**config.mk**
```make
export PLATFORM = sky130hd
export DESIGN_NAME = alignement_marker_rx
export DESIGN_NICKNAME = d
export VERILOG_FILES = /design/src/rtl/alignement_marker_rx.sv
export SDC_FILE = /design/constraint.sdc
export NUM_CORES = 1
export LEC_CHECK = 0
export ABC_AREA = 0
export CAP_MARGIN = 20
export CORE_AREA = 2 2 216 218
export DETAILED_ROUTE_END_ITERATION = 16
export DIE_AREA = 0 0 218 220
export SLEW_MARGIN = 5
export SYNTH_ARGS = -nofsm -noshare
export SYNTH_HDL_FRONTEND = slang
export SYNTH_SLANG_ARGS = --single-unit
```
**constraint.sdc**
```tcl
create_clock -name clk -period 6.6 [get_ports clk]
set_input_delay 1.65 -clock clk [delete_from_list [all_inputs] [get_ports clk]]
set_output_delay 1.65 -clock clk [all_outputs]
set_load 0.02 [all_outputs]
```
**src/rtl/alignement_marker_rx.sv**
```systemverilog
// 40GBASE-R receive alignment marker lock, lane ID detection and marker slot removal.
// Define PCS_40G_AM_REORDER_EN to reorder output lanes by detected lane ID once all lanes lock.
module alignement_marker_rx #(
    parameter int LANE_N    = 4,
    parameter int DATA_W    = 64,
    parameter int HEAD_W    = 2,
    parameter int AM_PERIOD = 16384
) (
    input  logic                     clk,
    input  logic                     reset,
    input  logic [LANE_N-1:0]        block_lock_i,
    input  logic [LANE_N-1:0]        valid_i,
    input  logic [LANE_N*HEAD_W-1:0] head_i,
    input  logic [LANE_N*DATA_W-1:0] data_i,
    output logic [LANE_N-1:0]        valid_o,
    output logic [LANE_N*HEAD_W-1:0] head_o,
    output logic [LANE_N*DATA_W-1:0] data_o,
    output logic [LANE_N-1:0]        am_lock_o,
    output logic [LANE_N*2-1:0]      lane_id_o,
    output logic                     all_lock_o
);
    localparam int               CNT_W    = $clog2(AM_PERIOD);
    localparam logic [CNT_W-1:0] CNT_LAST = CNT_W'(AM_PERIOD - 1);

    typedef enum logic [1:0] {ST_FIND, ST_COUNT, ST_LOCKED} state_t;

    // Marker bytes packed as {M6,M5,M4,M2,M1,M0}; BIP3/BIP7 excluded.
    function automatic logic [47:0] am_pattern(input logic [1:0] id);
        case (id)
            2'd0:    am_pattern = 48'hB8_89_6F_47_76_90;
            2'd1:    am_pattern = 48'h19_3B_0F_E6_C4_F0;
            2'd2:    am_pattern = 48'h64_9A_3A_9B_65_C5;
            default: am_pattern = 48'hC2_86_5D_3D_79_A2;
        endcase
    endfunction

    logic [LANE_N-1:0]   lock_next_vec;
    logic [LANE_N*2-1:0] id_next_vec;
    logic [LANE_N-1:0]   drop_vec;
    logic [LANE_N-1:0]   valid_phys;
    logic                all_lock_next;

    genvar gi;
    generate
        for (gi = 0; gi < LANE_N; gi++) begin : g_lane
            state_t           state_reg, state_next;
            logic [CNT_W-1:0] cnt_reg, cnt_next;
            logic [1:0]       miss_reg, miss_next;
            logic [1:0]       id_reg, id_next;
            logic [47:0]      am_bytes;
            logic             is_am;
            logic [1:0]       am_id;
            logic             slot;
            logic             lock_now;
            logic             drop_now;

            assign am_bytes = {data_i[gi*DATA_W+32 +: 24], data_i[gi*DATA_W +: 24]};
            assign slot     = (cnt_reg == CNT_LAST);

            always_comb begin
                is_am = 1'b0;
                am_id = 2'd0;
                for (int k = 0; k < 4; k++) begin
                    if (head_i[gi*HEAD_W +: HEAD_W] == HEAD_W'(2'b10) &&
                        am_bytes == am_pattern(2'(k))) begin
                        is_am = 1'b1;
                        am_id = 2'(k);
                    end
                end
            end

            always_ff @(posedge clk) begin
                if (reset) begin
                    state_reg <= ST_FIND;
                    cnt_reg   <= '0;
                    miss_reg  <= '0;
                    id_reg    <= '0;
                end else begin
                    state_reg <= state_next;
                    cnt_reg   <= cnt_next;
                    miss_reg  <= miss_next;
                    id_reg    <= id_next;
                end
            end

            always_comb begin
                state_next = state_reg;
                cnt_next   = cnt_reg;
                miss_next  = miss_reg;
                id_next    = id_reg;
                if (!block_lock_i[gi]) begin
                    state_next = ST_FIND;
                    cnt_next   = '0;
                    miss_next  = '0;
                end else if (valid_i[gi]) begin
                    cnt_next = slot ? '0 : cnt_reg + 1'b1;
                    case (state_reg)
                        ST_FIND: begin
                            cnt_next = '0;
                            if (is_am) begin
                                state_next = ST_COUNT;
                                id_next    = am_id;
                            end
                        end
                        ST_COUNT: begin
                            if (slot)
                                state_next = (is_am && am_id == id_reg) ? ST_LOCKED : ST_FIND;
                        end
                        ST_LOCKED: begin
                            if (slot) begin
                                if (is_am && am_id == id_reg) begin
                                    miss_next = '0;
                                end else if (miss_reg == 2'd3) begin
                                    state_next = ST_FIND;
                                    miss_next  = '0;
                                end else begin
                                    miss_next = miss_reg + 1'b1;
                                end
                            end
                        end
                        default: state_next = ST_FIND;
                    endcase
                end
            end

            always_comb begin
                lock_now = (state_reg == ST_LOCKED);
                drop_now = lock_now && valid_i[gi] && slot;
            end

            assign am_lock_o[gi]          = lock_now;
            assign drop_vec[gi]           = drop_now;
            assign lane_id_o[gi*2 +: 2]   = id_reg;
            assign lock_next_vec[gi]      = (state_next == ST_LOCKED);
            assign id_next_vec[gi*2 +: 2] = id_next;
        end
    endgenerate

    assign valid_phys = valid_i & ~drop_vec;

    // Evaluated on next-state values so all_lock_o and the lane mapping line up with am_lock_o.
    always_comb begin
        all_lock_next = &lock_next_vec;
        for (int a = 0; a < LANE_N; a++) begin
            for (int b = a + 1; b < LANE_N; b++) begin
                if (id_next_vec[a*2 +: 2] == id_next_vec[b*2 +: 2])
                    all_lock_next = 1'b0;
            end
        end
    end

    logic [LANE_N-1:0]        valid_mux;
    logic [LANE_N*HEAD_W-1:0] head_mux;
    logic [LANE_N*DATA_W-1:0] data_mux;

`ifdef PCS_40G_AM_REORDER_EN
    generate
        for (gi = 0; gi < LANE_N; gi++) begin : g_out
            logic              sel_valid;
            logic [HEAD_W-1:0] sel_head;
            logic [DATA_W-1:0] sel_data;

            always_comb begin
                sel_valid = valid_phys[gi];
                sel_head  = head_i[gi*HEAD_W +: HEAD_W];
                sel_data  = data_i[gi*DATA_W +: DATA_W];
                if (all_lock_next) begin
                    for (int p = 0; p < LANE_N; p++) begin
                        if (id_next_vec[p*2 +: 2] == 2'(gi)) begin
                            sel_valid = valid_phys[p];
                            sel_head  = head_i[p*HEAD_W +: HEAD_W];
                            sel_data  = data_i[p*DATA_W +: DATA_W];
                        end
                    end
                end
            end

            assign valid_mux[gi]                 = sel_valid;
            assign head_mux[gi*HEAD_W +: HEAD_W] = sel_head;
            assign data_mux[gi*DATA_W +: DATA_W] = sel_data;
        end
    endgenerate
`else
    assign valid_mux = valid_phys;
    assign head_mux  = head_i;
    assign data_mux  = data_i;
`endif

    always_ff @(posedge clk) begin
        if (reset) begin
            valid_o    <= '0;
            head_o     <= '0;
            data_o     <= '0;
            all_lock_o <= 1'b0;
        end else begin
            valid_o    <= valid_mux;
            head_o     <= head_mux;
            data_o     <= data_mux;
            all_lock_o <= all_lock_next;
        end
    end
endmodule

```
==> results of run 1 <==
## how the worst min path moves through the flow
stage	depth (start not counted)	slack [ns]	endpoint	from
after floorplan	2	0.44	g_lane[0].miss_reg[1]	g_lane[0].miss_reg[1]
after CTS	2	0.47	g_lane[0].miss_reg[1]	g_lane[0].miss_reg[1]
after detailed placement	2	0.46	g_lane[0].miss_reg[1]	g_lane[0].miss_reg[1]
after global placement	2	0.44	g_lane[0].miss_reg[1]	g_lane[0].miss_reg[1]
final	2	0.46	g_lane[0].miss_reg[1]	g_lane[0].miss_reg[1]
after global routing	2	0.50	g_lane[0].miss_reg[0]	g_lane[0].miss_reg[0]
## per-layer routing
metal	share of wire, %	vias up	wire (µm)
met3	6.3	68	2740
met4	2.3	0	1010
met1	42	5136	18200
met5	0	-	0
li1	-	5506	-
met2	50	318	21600
## cells in the final DEF, fill, tap and decap left out, drive strengths merged, types with 5 or more instances in the layout
cell type | Yosys | routed
a21oi | 27 | 27
mux2i | 7 | 7
nand3 | 34 | 34
nor3 | 26 | 26
nor2 | 97 | 97
nand4 | 43 | 43
nor4 | 17 | 17
xnor2 | 21 | 21
and3b | 7 | 7
dfxtp | 349 | 349
and4bb | 9 | 9
clkbuf | 42 | 60
nor3b | 6 | 6
nand2 | 53 | 53
and3 | 10 | 10
nor4bb | 42 | 42
nor2b | 287 | 287
clkinv | 0 | 5
clkdlybuf4s50 | 0 | 553
and4b | 10 | 10
nor4b | 9 | 9
o21ai | 22 | 22
xor2 | 38 | 38
inv | 10 | 11
ha | 8 | 8
or4 | 6 | 6
nand4b | 8 | 8
or3 | 10 | 10
nand2b | 14 | 14
## stage by stage
stage / power [mW] / worst slack, ns / util [%] / cells
finish: 5.24 / 2.05 / 44.7 / 2466
CTS: 5.32 / 2.07 / 44.7 / 2466
floorplan: 2.49 / 2.63 / - / 1276
global placement: 2.90 / 1.57 / 41.5 / 2393
global route: 5.44 / 1.82 / 44.7 / 2466
detailed placement: 2.91 / 1.46 / 41.5 / 2393
## cell usage after synthesis, types with 3 or more instances
master	n	area share, %
mux2i_1	6	0.47
and4_1	3	0.20
nand4b_1	8	0.54
nor4_1	15	0.73
and3b_1	7	0.47
nor3b_1	6	0.35
or4bb_1	4	0.35
nand3b_1	4	0.23
nor2b_1	287	14
or4_1	6	0.35
or3_1	9	0.44
inv_1	10	0.29
a22oi_1	4	0.23
buf_4	4	0.23
and4bb_2	9	0.87
and3_1	10	0.48
o21a_1	3	0.17
xnor2_1	21	1.4
a21o_1	4	0.23
nand4_1	43	2.1
a31oi_1	4	0.19
a21oi_1	23	0.89
nand2b_1	14	0.68
a21oi_2	4	0.27
xor2_1	38	2.6
a21boi_0	3	0.17
nand3_1	34	1.3
nor4b_1	8	0.54
o21ai_0	19	0.74
nor2_1	97	2.8
ha_1	8	0.78
nor4bb_1	42	3.3
nor3_1	25	0.97
clkbuf_1	42	1.2
and4b_1	10	0.78
nand4bb_1	3	0.26
nand2_1	52	1.5
dfxtp_1	349	54
## final cells by class
| class | count | area (µm²) | share of cell area (%) |
|---|---|---|---|
| clock buffer | 60 | 1250 | 6.11 |
| clock inverter | 13 | 179 | 0.873 |
| inverter | 10 | 37.5 | 0.183 |
| multi-input combinational | 870 | 5700 | 27.8 |
| sequential | 349 | 6990 | 34.1 |
| tap | 607 | 759 | 3.71 |
| timing repair buffer | 557 | 5570 | 27.2 |
## report_power, final
group	internal, mW	leakage (nW)	switching (mW)	total [mW]
sequential	2.19	2.89	0.0226	2.22
combinational	0.350	3.81	0.292	0.642
clock	1.47	0.697	0.909	2.38
total	4.02	7.39	1.22	5.24
## worst min-delay path: stages, from the launching register on
cell,delay (ns)
dfxtp_1,0.31
nand2_1,0.05
a21oi_1,0.05
## cells by family (layout without fill, tap and decap cells)
| logic type | Yosys count | in the layout | share of synthesized area (%) |
|---|---|---|---|
| buffers and inverters | 57 | 640 | 1.78 |
| XOR/XNOR | 59 | 59 | 4.00 |
| flip-flops | 349 | 349 | 54.1 |
| AO/OA/AOI/OAI | 86 | 86 | 4.34 |
| adder cells (fa/ha/maj) | 8 | 8 | 0.775 |
| multiplexers | 9 | 9 | 0.814 |
| AND/OR/NAND/NOR | 708 | 708 | 34.2 |
==> run metrics, run 1 <==
P&R area growth vs syn 58.6%; async set-reset flop share out of synthesis 0%; drt total wl about 44 mm; GR peak layer met2; GRT overflow 0; post-cts sizing count 0; met3 usage approximately 4.3%; wire per inst 17.7 µm; Worst setup SP type input port; FF+latch count, synth between 300 and 400; worst hold slack 0.462 ns; Levels on crit path 10; Cell Chain, Critical Path clkdlybuf4s50_1 > nor4bb_1 > nand4_1 > nor4_2 > o21ai_0 > mux2_2 > or3_1 > a21boi_0 > o2111ai_1 > a2111oi_2; gpl congestion 0.921; CP required between 7 and 8 ns; hpwl dp 34.1 mm; CP arrival 5.01 ns; crit share post-route between 60% and 70%; clock sinks 349; setup tns final 0 ns; total global-route track usage between 10% and 20%; Critical-path top delay cell nor4bb_1; Remaining DRCs 0; worst-margin pin slew ~0.79 ns; die area between 40,000 and 50,000 µm²; Final Hold Fails 0; Buf/Inv on CP 1; Critical Path Sink all_lock_o; synth unique cells 67; crit path max fanout 3; max-cap check violation count 0; remaining antenna violation count after routing 0; starting density of the core 28.2%; slew margin rel. 47.3%; initial antenna violation count 0; Inserted Clock Buffers 42; Worst path max stage delay between 0.5 and 0.6 ns; Synth Instances between 1,000 and 1,500; Slew Viols, Final 0; mapped cell area 12,900 µm²; Max rail drop VDD ~180 µV; Core ar. roughly 46,000 µm²; met2 GRT Util about 30%; Nets approximately 2,100; Seq/Total Area, Yosys 54.1%; Hold Buf Count CTS 0; maximum clock path buffer count 3; initial drt markers ~540; Placed Area 19,100 µm²; layout cells sized above 1 5.27%; CP Class in2reg; I/O pin count ~560; reg-to-reg startpoint g_lane[2].cnt_reg[4]; Post-Syn Nets 1,558; Die Height 220 µm; number of port buffers around 550; worst skew pair latency approximately 0.56 ns; FF-to-FF End all_lock_o; first-pass GRT wire length ~64 mm; Ys Warns 0; Synth Flop Type dfxtp_1; CTS tree built; endpoint class of the critical path flip-flop; vias in the first global route about 11,000; r2r setup slk 3.76 ns; Die X-Extent approximately 220 µm; worst hold path class reg2reg; clock slew at reported path FFs approximately 0.05 ns; Post-synth EDFFs 0; num rows 79; Root Driver clkbuf_16; DRT Pass-1 Iters 4; CP Launch Point data_i[183]; largest net degree at the start of global routing 111; number of diodes 0; fmax between 0.2 and 0.25 GHz; Leak Pwr between 7 and 8 nW; unrepaired setup endpoints after global routing no; GR Layer Usage met1 a little over a fifth; H-tree levels 2; status completed; average size of a mapped cell approximately 10 µm²; crit path time final roughly 4.6 ns; number of flip-flops under the largest register name about 260; via count 11,000; CP delay by family, top simple AND/OR/NAND/NOR gates; fillers roughly 4,300; reg2reg path depth 9; Max Clock Skew 0.0129 ns; post-DR vias/cell ~4.5; Final setup violation count 0; Final Cell Area 20,500 µm²; PwrDens 256 nW/µm²; Post-CTS Repair Setup Buffers 0
No activity file was read; power rests on OpenSTA's default activity.
==> run 2, diff against run 1 <==
--- a/config.mk
+++ b/config.mk
@@ -7,9 +7,9 @@
 export LEC_CHECK = 0
 export ABC_AREA = 0
 export CAP_MARGIN = 20
-export CORE_AREA = 2 2 216 218
+export CORE_AREA = 2 2 217 219
 export DETAILED_ROUTE_END_ITERATION = 16
-export DIE_AREA = 0 0 218 220
+export DIE_AREA = 0 0 219 221
 export SLEW_MARGIN = 5
 export SYNTH_ARGS = -nofsm -noshare
 export SYNTH_HDL_FRONTEND = slang
==> constraint.sdc (replaced) <==
create_clock -name clk -period 3.94 [get_ports clk]
set_input_delay 0.985 -clock clk [delete_from_list [all_inputs] [get_ports clk]]
set_output_delay 0.985 -clock clk [all_outputs]
set_load 0.02 [all_outputs]
==> run 2 against run 1 <==
Compared with the run above:
- worst hold slack got worse by 0.0034 ns
- utilization up 0.99 points
- setup slack worse by 1.9 ns
- highest routed layer unchanged
- clock power grew 58%
- clock-buffer cell count did not move
==> run metrics, run 2 (synthesis gave the netlist of run 1 again) <==
placed cells between 2,000 and 2,500; first-pass GRT wire length around 67 mm; CP required around 4.4 ns; CP arrival between 4 and 5 ns; fillers 4,407; crit path time final roughly 3.8 ns; starting density of the core between 20% and 30%; endpoint class of the critical path flip-flop; number of port buffers approximately 550; worst-margin pin slew approximately 0.79 ns; Die X-Extent roughly 220 µm; fmax around 0.26 GHz; post-cts sizing count 0; CTS tree built; I/O pin count 555; P&R area growth vs syn 62.8%; Core ar. about 46,000 µm²; Hold Buf Count CTS 0; Leak Pwr a little under 8 nW; drt total wl 44.6 mm; Die Height around 220 µm; CP Class in2reg; total global-route track usage around 18%; GR Layer Usage met1 between 20% and 30%; area of the multi-input gates between 5000 and 6000 µm²; crit share post-route roughly 96%; worst hold path class reg2reg; Worst path max stage delay 0.52 ns; crit path max fanout 4; hpwl dp ~35 mm; maximum clock path buffer count 3; die area slightly below 50,000 µm²; vias in the first global route between 10,000 and 15,000; Finished Layout Cells about 2,500; largest net degree at the start of global routing 98; wire per inst ~18 µm; Post-CTS Repair Setup Buffers 0; Max rail drop VDD 353 µV; number of diodes 0; hold depth 2; clock slew at reported path FFs roughly 0.060 ns; Max Clock Skew ~0.012 ns; remaining antenna violation count after routing 0; DRT Pass-1 Iters 5; slew margin rel. roughly 47%; unrepaired setup endpoints after global routing no; post-DR vias/cell 4.48; Worst setup SP type input port; Final Hold Fails 0; H-tree levels 2; Root Driver clkbuf_16; GRT overflow 0; Critical-path top delay cell nor4bb_2; max-cap check violation count 0; Seq. cell area ~7000 µm²; reg2reg path depth 8; status completed; number of flip-flops under the largest register name between 200 and 300; Slew Viols, Final 0; met3 usage 4.95%; Inserted Clock Buffers 41; Final setup violation count 0; Nets between 2,000 and 2,500; most frequent cells in the layout clkdlybuf4s50_1 (553), dfxtp_1 (349), nor2b_1 (287); num rows 79; layout cells sized above 1 under 10%; clock sinks around 350; initial antenna violation count 0; worst skew pair latency 0.55 ns; via count between 10,000 and 15,000; GR peak layer met2; Cell Chain, Critical Path clkdlybuf4s50_1 > nor4bb_2 > nand4_1 > nor4_1 > o21ai_1 > mux2i_1 > a31oi_1 > nor4_2 > o2111ai_1 > a2111oi_2; gpl congestion 0.858; initial drt markers roughly 430; Power, Total ~8.6 mW; commonest non-fill, non-tap cell in the layout clkdlybuf4s50_1; Remaining DRCs 0; PwrDens between 400 and 500 nW/µm²; met2 GRT Util 30.7%
-- run 2: area by class of cell --
| type | instances | area share (%) |
|---|---|---|
| Clock buffer | 60 | 5.80 |
| Clock inverter | 13 | 0.577 |
| Inverter | 10 | 0.178 |
| Multi-Input combinational cell | 870 | 27.2 |
| Sequential cell | 349 | 33.2 |
| Tap cell | 607 | 3.61 |
| Timing Repair Buffer | 638 | 29.5 |
-- run 2: metrics by stage --
step | setup TNS [ns] | hold WS [ns] | setup slack [ns] | area (µm²) | utilization, %
2_1_floorplan | 0 | 0.436 | 0.640 | 12900 | -
3_3_place_gp | -0.525 | 0.444 | -0.507 | 19700 | 42.7
3_5_place_dp | -0.549 | 0.451 | -0.549 | 19700 | 42.7
4_1_cts | 0 | 0.459 | 0.0405 | 21000 | 45.6
5_1_grt | 0 | 0.480 | 0.00745 | 21000 | 45.7
6_report | 0 | 0.459 | 0.158 | 21000 | 45.7
-- run 2: report_power, final --
group / switching [mW] / internal (mW)
Combinational: 0.498 / 0.620
Clock: 1.48 / 2.27
Sequential: 0.0383 / 3.68
-- run 2: final timing paths --
check,start,endpoint,slack (ns)
worst max-delay path,data_i[112],all_lock_o,0.16
worst min-delay path,g_lane[2].miss_reg[1],g_lane[2].miss_reg[1],0.46
worst max register to register,g_lane[1].cnt_reg[4],all_lock_o,1.02
worst min register to register,g_lane[2].miss_reg[1],g_lane[2].miss_reg[1],0.46
-- run 2: metal layers --
layer,share of wire (%),wire length [µm]
met1,41,18400
met2,49,22000
met3,6.9,3090
met4,2.5,1130
met5,0,0
-- run 2: worst max-delay path: cells and delay by family --
family	cells	cell delay [ns]
buf+inv	1	0.51
simple gates	4	1.46
mux	1	0.32
compound gates	4	0.96
